[config.mk]
export PLATFORM = sky130hd
export DESIGN_NAME = btn_event_gen
export DESIGN_NICKNAME = d
export VERILOG_FILES = /design/src/rtl/btn_evt_pkg.sv /design/src/rtl/btn_evt_fsm.sv /design/src/rtl/btn_event_gen.sv
export SDC_FILE = /design/constraint.sdc
export NUM_CORES = 1
export LEC_CHECK = 0
export CAP_MARGIN = 5
export CORE_MARGIN = 10
export CORE_UTILIZATION = 40
export CTS_BUF_LIST = sky130_fd_sc_hd__clkbuf_8
export CTS_CLUSTER_SIZE = 12
export DETAILED_ROUTE_END_ITERATION = 6
export DONT_BUFFER_PORTS = 1
export PLACE_DENSITY_LB_ADDON = 0.2
export SLEW_MARGIN = 20
export SYNTH_ARGS = -nofsm -noshare
export SYNTH_HDL_FRONTEND = slang
export SYNTH_HIERARCHICAL = 1
export SYNTH_SLANG_ARGS = --single-unit
[constraint.sdc]
create_clock -name clk -period 2.35 [get_ports clk]
set_clock_uncertainty 0.15 [all_clocks]
set_input_delay 0.47 -clock clk [delete_from_list [all_inputs] [get_ports clk]]
set_output_delay 0.47 -clock clk [all_outputs]
set_load 0.05 [all_outputs]
[src/rtl/btn_evt_pkg.sv]
// btn_evt_pkg: event kind codes, per-button FSM state codes and width helpers
// shared by btn_event_gen and btn_evt_fsm.
package btn_evt_pkg;
    localparam logic [1:0] KIND_PRESS   = 2'd0;
    localparam logic [1:0] KIND_REPEAT  = 2'd1;
    localparam logic [1:0] KIND_RELEASE = 2'd2;
    localparam logic [1:0] KIND_LONG    = 2'd3;

    localparam logic [1:0] ST_IDLE   = 2'd0;
    localparam logic [1:0] ST_DELAY  = 2'd1;
    localparam logic [1:0] ST_REPEAT = 2'd2;

    function automatic int clog2(input int v);
        int r;
        r = 0;
        while ((1 << r) < v) r++;
        return (r < 1) ? 1 : r;
    endfunction

    function automatic int max2(input int a, input int b);
        return (a > b) ? a : b;
    endfunction
endpackage

[src/rtl/btn_evt_fsm.sv]
// btn_evt_fsm: one button's edge detect, PRESS/REPEAT/RELEASE tick timer and, with
// BTN_EVT_LONG_EN defined, the LONG hold counter; emits a registered strobe + kind.
module btn_evt_fsm
    import btn_evt_pkg::*;
#(
    parameter int DELAY_TICKS  = 400,
    parameter int REPEAT_TICKS = 100,
    parameter int LONG_TICKS   = 1000
) (
    input  logic       clk,
    input  logic       rst_n,
    input  logic       btn_i,
    input  logic       tick_i,
    output logic       emit_o,
    output logic [1:0] kind_o,
    output logic       coll_o
);
    localparam int CW = clog2(max2(max2(DELAY_TICKS, REPEAT_TICKS), LONG_TICKS)) + 1;
    localparam logic [CW-1:0] DLIM = CW'(DELAY_TICKS - 1);
    localparam logic [CW-1:0] RLIM = CW'(REPEAT_TICKS - 1);

    logic          btn_q, emit_q, coll_q, rise, fall, rep, lng;
    logic [1:0]    st_q, st_d, kind_q;
    logic [CW-1:0] cnt_q, cnt_d;

    assign rise = btn_i & ~btn_q;
    assign fall = ~btn_i & btn_q;

    // Release wins over a same-cycle tick, so a fall never also yields a REPEAT.
    always_comb begin
        st_d  = st_q;
        cnt_d = cnt_q;
        rep   = 1'b0;
        if (st_q == ST_IDLE) begin
            if (rise) begin
                st_d  = ST_DELAY;
                cnt_d = '0;
            end
        end else if (fall) begin
            st_d = ST_IDLE;
        end else if (tick_i) begin
            rep   = cnt_q == ((st_q == ST_DELAY) ? DLIM : RLIM);
            cnt_d = rep ? '0 : cnt_q + 1'b1;
            if (rep) st_d = ST_REPEAT;
        end
    end

`ifdef BTN_EVT_LONG_EN
    localparam logic [CW-1:0] LLIM = CW'(LONG_TICKS);
    logic [CW-1:0] hold_q, hold_d;
    // Saturates at LLIM, so the LONG strobe fires once per press.
    always_comb begin
        hold_d = hold_q;
        lng    = 1'b0;
        if (st_q == ST_IDLE || fall) begin
            hold_d = '0;
        end else if (tick_i && hold_q != LLIM) begin
            hold_d = hold_q + 1'b1;
            lng    = hold_d == LLIM;
        end
    end

    always_ff @(posedge clk or negedge rst_n)
        if (!rst_n) hold_q <= '0;
        else        hold_q <= hold_d;
`else
    assign lng = 1'b0;
`endif

    always_ff @(posedge clk or negedge rst_n) begin
        if (!rst_n) begin
            btn_q  <= 1'b0;
            st_q   <= ST_IDLE;
            cnt_q  <= '0;
            emit_q <= 1'b0;
            kind_q <= KIND_PRESS;
            coll_q <= 1'b0;
        end else begin
            btn_q  <= btn_i;
            st_q   <= st_d;
            cnt_q  <= cnt_d;
            emit_q <= (st_q == ST_IDLE) ? rise : (fall | rep | lng);
            kind_q <= (st_q == ST_IDLE) ? KIND_PRESS :
                      fall ? KIND_RELEASE : lng ? KIND_LONG : KIND_REPEAT;
            coll_q <= lng & rep;
        end
    end

    assign emit_o = emit_q;
    assign kind_o = kind_q;
    assign coll_o = coll_q;
endmodule

[src/rtl/btn_event_gen.sv]
// btn_event_gen: turns debounced button levels into PRESS/REPEAT/RELEASE events over
// valid/ready; define BTN_EVT_LONG_EN to add one LONG event per sufficiently long hold.
module btn_event_gen
    import btn_evt_pkg::*;
#(
    parameter int BTN_WIDTH    = 5,
    parameter int TICK_DIV     = 6000,
    parameter int DELAY_TICKS  = 400,
    parameter int REPEAT_TICKS = 100,
    parameter int LONG_TICKS   = 1000
) (
    input  logic                          clk,
    input  logic                          rst_n,
    input  logic [BTN_WIDTH-1:0]          btn_lvl,
    output logic                          evt_valid,
    input  logic                          evt_ready,
    output logic [clog2(BTN_WIDTH)-1:0]   evt_btn,
    output logic [1:0]                    evt_kind,
    output logic                          evt_drop
);
    localparam int BW = clog2(BTN_WIDTH);
    localparam int PW = clog2(TICK_DIV);
    localparam logic [PW-1:0] PLIM = PW'(TICK_DIV - 1);

    logic [PW-1:0]             pre_q;
    logic                      tick, drop_q;
    logic [BTN_WIDTH-1:0]      emit, coll, pop, ovf, slot_v_q, slot_v_d;
    logic [BTN_WIDTH-1:0][1:0] kind, slot_k_q, slot_k_d;
    logic [BW-1:0]             sel;
    logic [1:0]                sel_k;

    assign tick = pre_q == PLIM;

    for (genvar i = 0; i < BTN_WIDTH; i++) begin : g_btn
        btn_evt_fsm #(
            .DELAY_TICKS (DELAY_TICKS),
            .REPEAT_TICKS(REPEAT_TICKS),
            .LONG_TICKS  (LONG_TICKS)
        ) u_fsm (
            .clk   (clk),
            .rst_n (rst_n),
            .btn_i (btn_lvl[i]),
            .tick_i(tick),
            .emit_o(emit[i]),
            .kind_o(kind[i]),
            .coll_o(coll[i])
        );
    end

    // Lowest index wins: scan downward so the last hit is the smallest.
    always_comb begin
        sel   = '0;
        sel_k = KIND_PRESS;
        for (int i = BTN_WIDTH - 1; i >= 0; i--)
            if (slot_v_q[i]) begin
                sel   = BW'(i);
                sel_k = slot_k_q[i];
            end
    end

    assign evt_valid = |slot_v_q;
    assign evt_btn   = sel;
    assign evt_kind  = sel_k;
    assign evt_drop  = drop_q;

    // A pop frees the slot before a same-cycle event lands; RELEASE always overwrites.
    always_comb begin
        pop      = '0;
        ovf      = '0;
        slot_v_d = slot_v_q;
        slot_k_d = slot_k_q;
        for (int i = 0; i < BTN_WIDTH; i++) begin
            pop[i]      = evt_valid & evt_ready & (sel == BW'(i));
            ovf[i]      = emit[i] & (kind[i] != KIND_RELEASE) & slot_v_q[i] & ~pop[i];
            slot_v_d[i] = emit[i] | (slot_v_q[i] & ~pop[i]);
            slot_k_d[i] = (emit[i] & ~ovf[i]) ? kind[i] : slot_k_q[i];
        end
    end

    always_ff @(posedge clk or negedge rst_n) begin
        if (!rst_n) begin
            pre_q    <= '0;
            slot_v_q <= '0;
            slot_k_q <= '0;
            drop_q   <= 1'b0;
        end else begin
            pre_q    <= tick ? '0 : pre_q + 1'b1;
            slot_v_q <= slot_v_d;
            slot_k_q <= slot_k_d;
            drop_q   <= |(ovf | coll);
        end
    end
endmodule

==> metrics <==
status=finished, violations left; violated checks=hold timing; Pleak=2.969 nW; Main synth FF type=dfrtp_1; Sw Share=32.27%; Netlist Area Pre-Place=6191 sq um; max cap viols=0; R2R depth=8; Root Driver=clkbuf_8; Clock transition at path regs=0.07 ns; WL per Instance=15.11 um; DRC=0; number of DRC markers in iteration 0=315; final setup fails=0; unique cell type count in the Yosys netlist=56; Max Fanout on Critical Path=7; RSZ-0062 raised after global routing=true; worst slew pin tran=0.6566 ns; simple-gate area share of the yosys netlist=30.98%; met3 wire len=514 um; final core utilization=47.90%; EDFF count, synth=0; Setup crit start=slot_v_q[3]; count leader, synth=dfrtp_1; initial antenna violation count=0; Clock Power Share=33.3%; first-pass GRT wire length=22.70 mm; Site Rows=45; Final Instance Area=7282 sq um; final worst-path cycle share=98.04%; CTS tree=yes; most area-hungry cell type in the Yosys netlist=dfrtp_1; Mapped Cells=678; boundary pin count=15; Area Overhead vs Synth=17.62%; Async S/R FF share, synth=100.0%; drt pass-1 iters=4; total track usage=13.42%; # diodes=0; total congestion overflow=0; GP Congestion=0.8430; dpl cell area=6467 sq um; largest family of logic cells by synthesized area=simple AND/OR/NAND/NOR gates; uppermost layer routed=met4; P_int=0.003666 W; Avg Synthesized Cell Area=9.131 sq um; Initial Util=40.72%; worst r2r src=pre_q[1]; switching power=0.001747 W; part of the power in registers=46.6%; FF-to-FF End=g_btn[0].u_fsm/cnt_q[10]; Max Freq=0.4340 GHz; pre-CTS setup slack=0.09648 ns; Post-DRT Antenna Nets=0; Pwr per Cell Area=743.4 nW/um^2; final WL=13.90 mm; total power=0.005413 W; Die Area=20850 sq um; CP Capture Type=primary output; Post-Synth XOR/XNOR Area=1.415%; worst rel slew slack=56.06%; critical path required time=1.73 ns; sequential element share of the synthesized area=46.08%; synthesis-stage register bit count=114; Hold Fails Final Rpt=114; total number of vias=5173; Peak VDD IR=0.3661 mV; Comb power frac=20.0%; Tmin final=2.304 ns; Horiz. Die Dim=144.4 um; wire length on met2=6.587 mm; share of cells above drive strength 1=17.62%; vias per std cell=5.623; Post-Syn Nets=692; Synth Warn #=6; min-delay worst type=in2async; Die Span Y=144.4 um; share of the synthesized area in the top cell type=46.08%; Synth area leaders=dfrtp_1 46%, nand3_1 5.5%, nand2_1 4.5%; crit path kind=reg2out; CTS Hold Bufs=5; Commonest cells post-synth=114 x dfrtp_1, 74 x nand2_1, 68 x nand3_1, 47 x nor2_1, 35 x inv_1; vias in the first global route=4733; H-tree depth=4; core area=15200 sq um; WP data arrival=1.68 ns; CTS Buf Count=17; hold_ws=-0.4306 ns; M1 wire length=6.638 mm; largest net degree at the start of global routing=115; Critical Path Start Type=register; CTS Buffer Depth=2; Slew Viols, Final=0; Setup WS post-layout=0.04603 ns; flop2flop setup slack=0.08 ns; worst skew pair latency=0.44 ns; fraction of synthesized area in multiplexers=1.698%; Compound-Gate Fraction of Synth Area=13.97%; Adder-Cell Fraction of Synth Area=1.213%; post-DP HPWL=9.225 mm; # port buffers=0; # clock sinks=114; nets=733
cell usage in the layout, fill, tap and decap left out, types with 7 or more instances in the layout:
master	synthesis	routed
a21oi_1	8	8
nor3_1	18	13
nand3_1	68	66
or2_2	10	10
nand2b_1	20	20
nor2b_1	9	8
and2_1	7	7
o21ai_1	5	8
o21ai_0	32	28
nor2_1	47	47
a31oi_1	26	21
inv_1	35	37
buf_6	1	7
xnor2_1	7	7
nand2_1	74	74
clkbuf_8	0	20
buf_4	5	31
dfrtp_1	114	111
a32o_1	7	7
or4_1	31	29
nand4_1	21	21
a21o_1	11	11
area by class of cell:
| cell class | count | area, sq um |
|---|---|---|
| Fill cell | 1423 | 7920 |
| Multi-Input combinational cell | 504 | 3259 |
| Sequential cell | 114 | 2856 |
| Timing Repair Buffer | 47 | 409.1 |
| Clock buffer | 20 | 275.3 |
| Tap cell | 188 | 235.2 |
| Inverter | 35 | 131.4 |
| Clock inverter | 12 | 115.1 |
what timing repair did:
item | 4_1_cts | 5_1_grt
setup buffers | 4 | 13
pin swaps | 0 | 12
resized for setup | 4 | 41
endpoints found under the hold margin | 119 | 114
gates cloned | 0 | 3
setup endpoints to repair | 4 | 37
power by group through the flow:
stage	clock network [W]	registers, W	logic (W)
final	0.00180	0.00252	0.00108
after CTS	0.00186	0.00251	0.00102
after floorplan	0	0.00242	0.000833
after detailed placement	0	0.00255	0.000960
after global placement	0	0.00254	0.000931
after global routing	0.00197	0.00257	0.00120
routing by layer:
layer / track usage [%] / vias up
met2: 20.71 / 93
met5: 0 / -
met1: 17.48 / 2514
met4: 5.319 / 0
met3: 3.575 / 15
li1: - / 2551
through the flow:
| stage | setup TNS [ns] | std cells | hold slack [ns] |
|---|---|---|---|
| after CTS | 0 | 905 | -0.4591 |
| after detailed placement | 0 | 864 | 0.02930 |
| final | 0 | 920 | -0.4306 |
| after global placement | 0 | 864 | 0.02874 |
| after floorplan | 0 | 678 | 0.02441 |
| after global routing | -0.2983 | 920 | -0.4660 |
cell families after synthesis:
logic type / count (synthesis)
buf+inv: 60
simple gates: 347
flops: 114
fa+ha+maj: 6
compound gates: 126
xor+xnor: 10
mux: 10
other cells: 5
flip-flops by register name, summed over array words and instances (netlist names):
name and flops:
g_btn.u_fsm/btn_q 5, g_btn.u_fsm/kind_o 10, g_btn.u_fsm/cnt_q 55, g_btn.u_fsm/st_q 10, evt_drop 1, slot_k_q 10
slot_v_q 5, pre_q 13, g_btn.u_fsm/emit_o 5
worst max-delay path, stage by stage (launching register included):
cell and delay [ns]:
dfrtp_2 0.47, nor2b_2 0.15, a221o_1 0.16, o211ai_1 0.10, a21oi_1 0.15, buf_4 0.22
how the worst max path moves through the flow:
stage,slack (ns),cells past startpoint,to
5_1_grt,-0.05,5,evt_kind[0]
3_5_place_dp,0.1,8,g_btn[2].u_fsm/cnt_q[5]
4_1_cts,0.006,5,evt_kind[0]
6_report,0.05,5,evt_kind[0]
3_3_place_gp,0.15,8,g_btn[2].u_fsm/cnt_q[6]
2_1_floorplan,0.03,8,g_btn[0].u_fsm/cnt_q[10]
No activity file was read; power rests on OpenSTA's default activity.
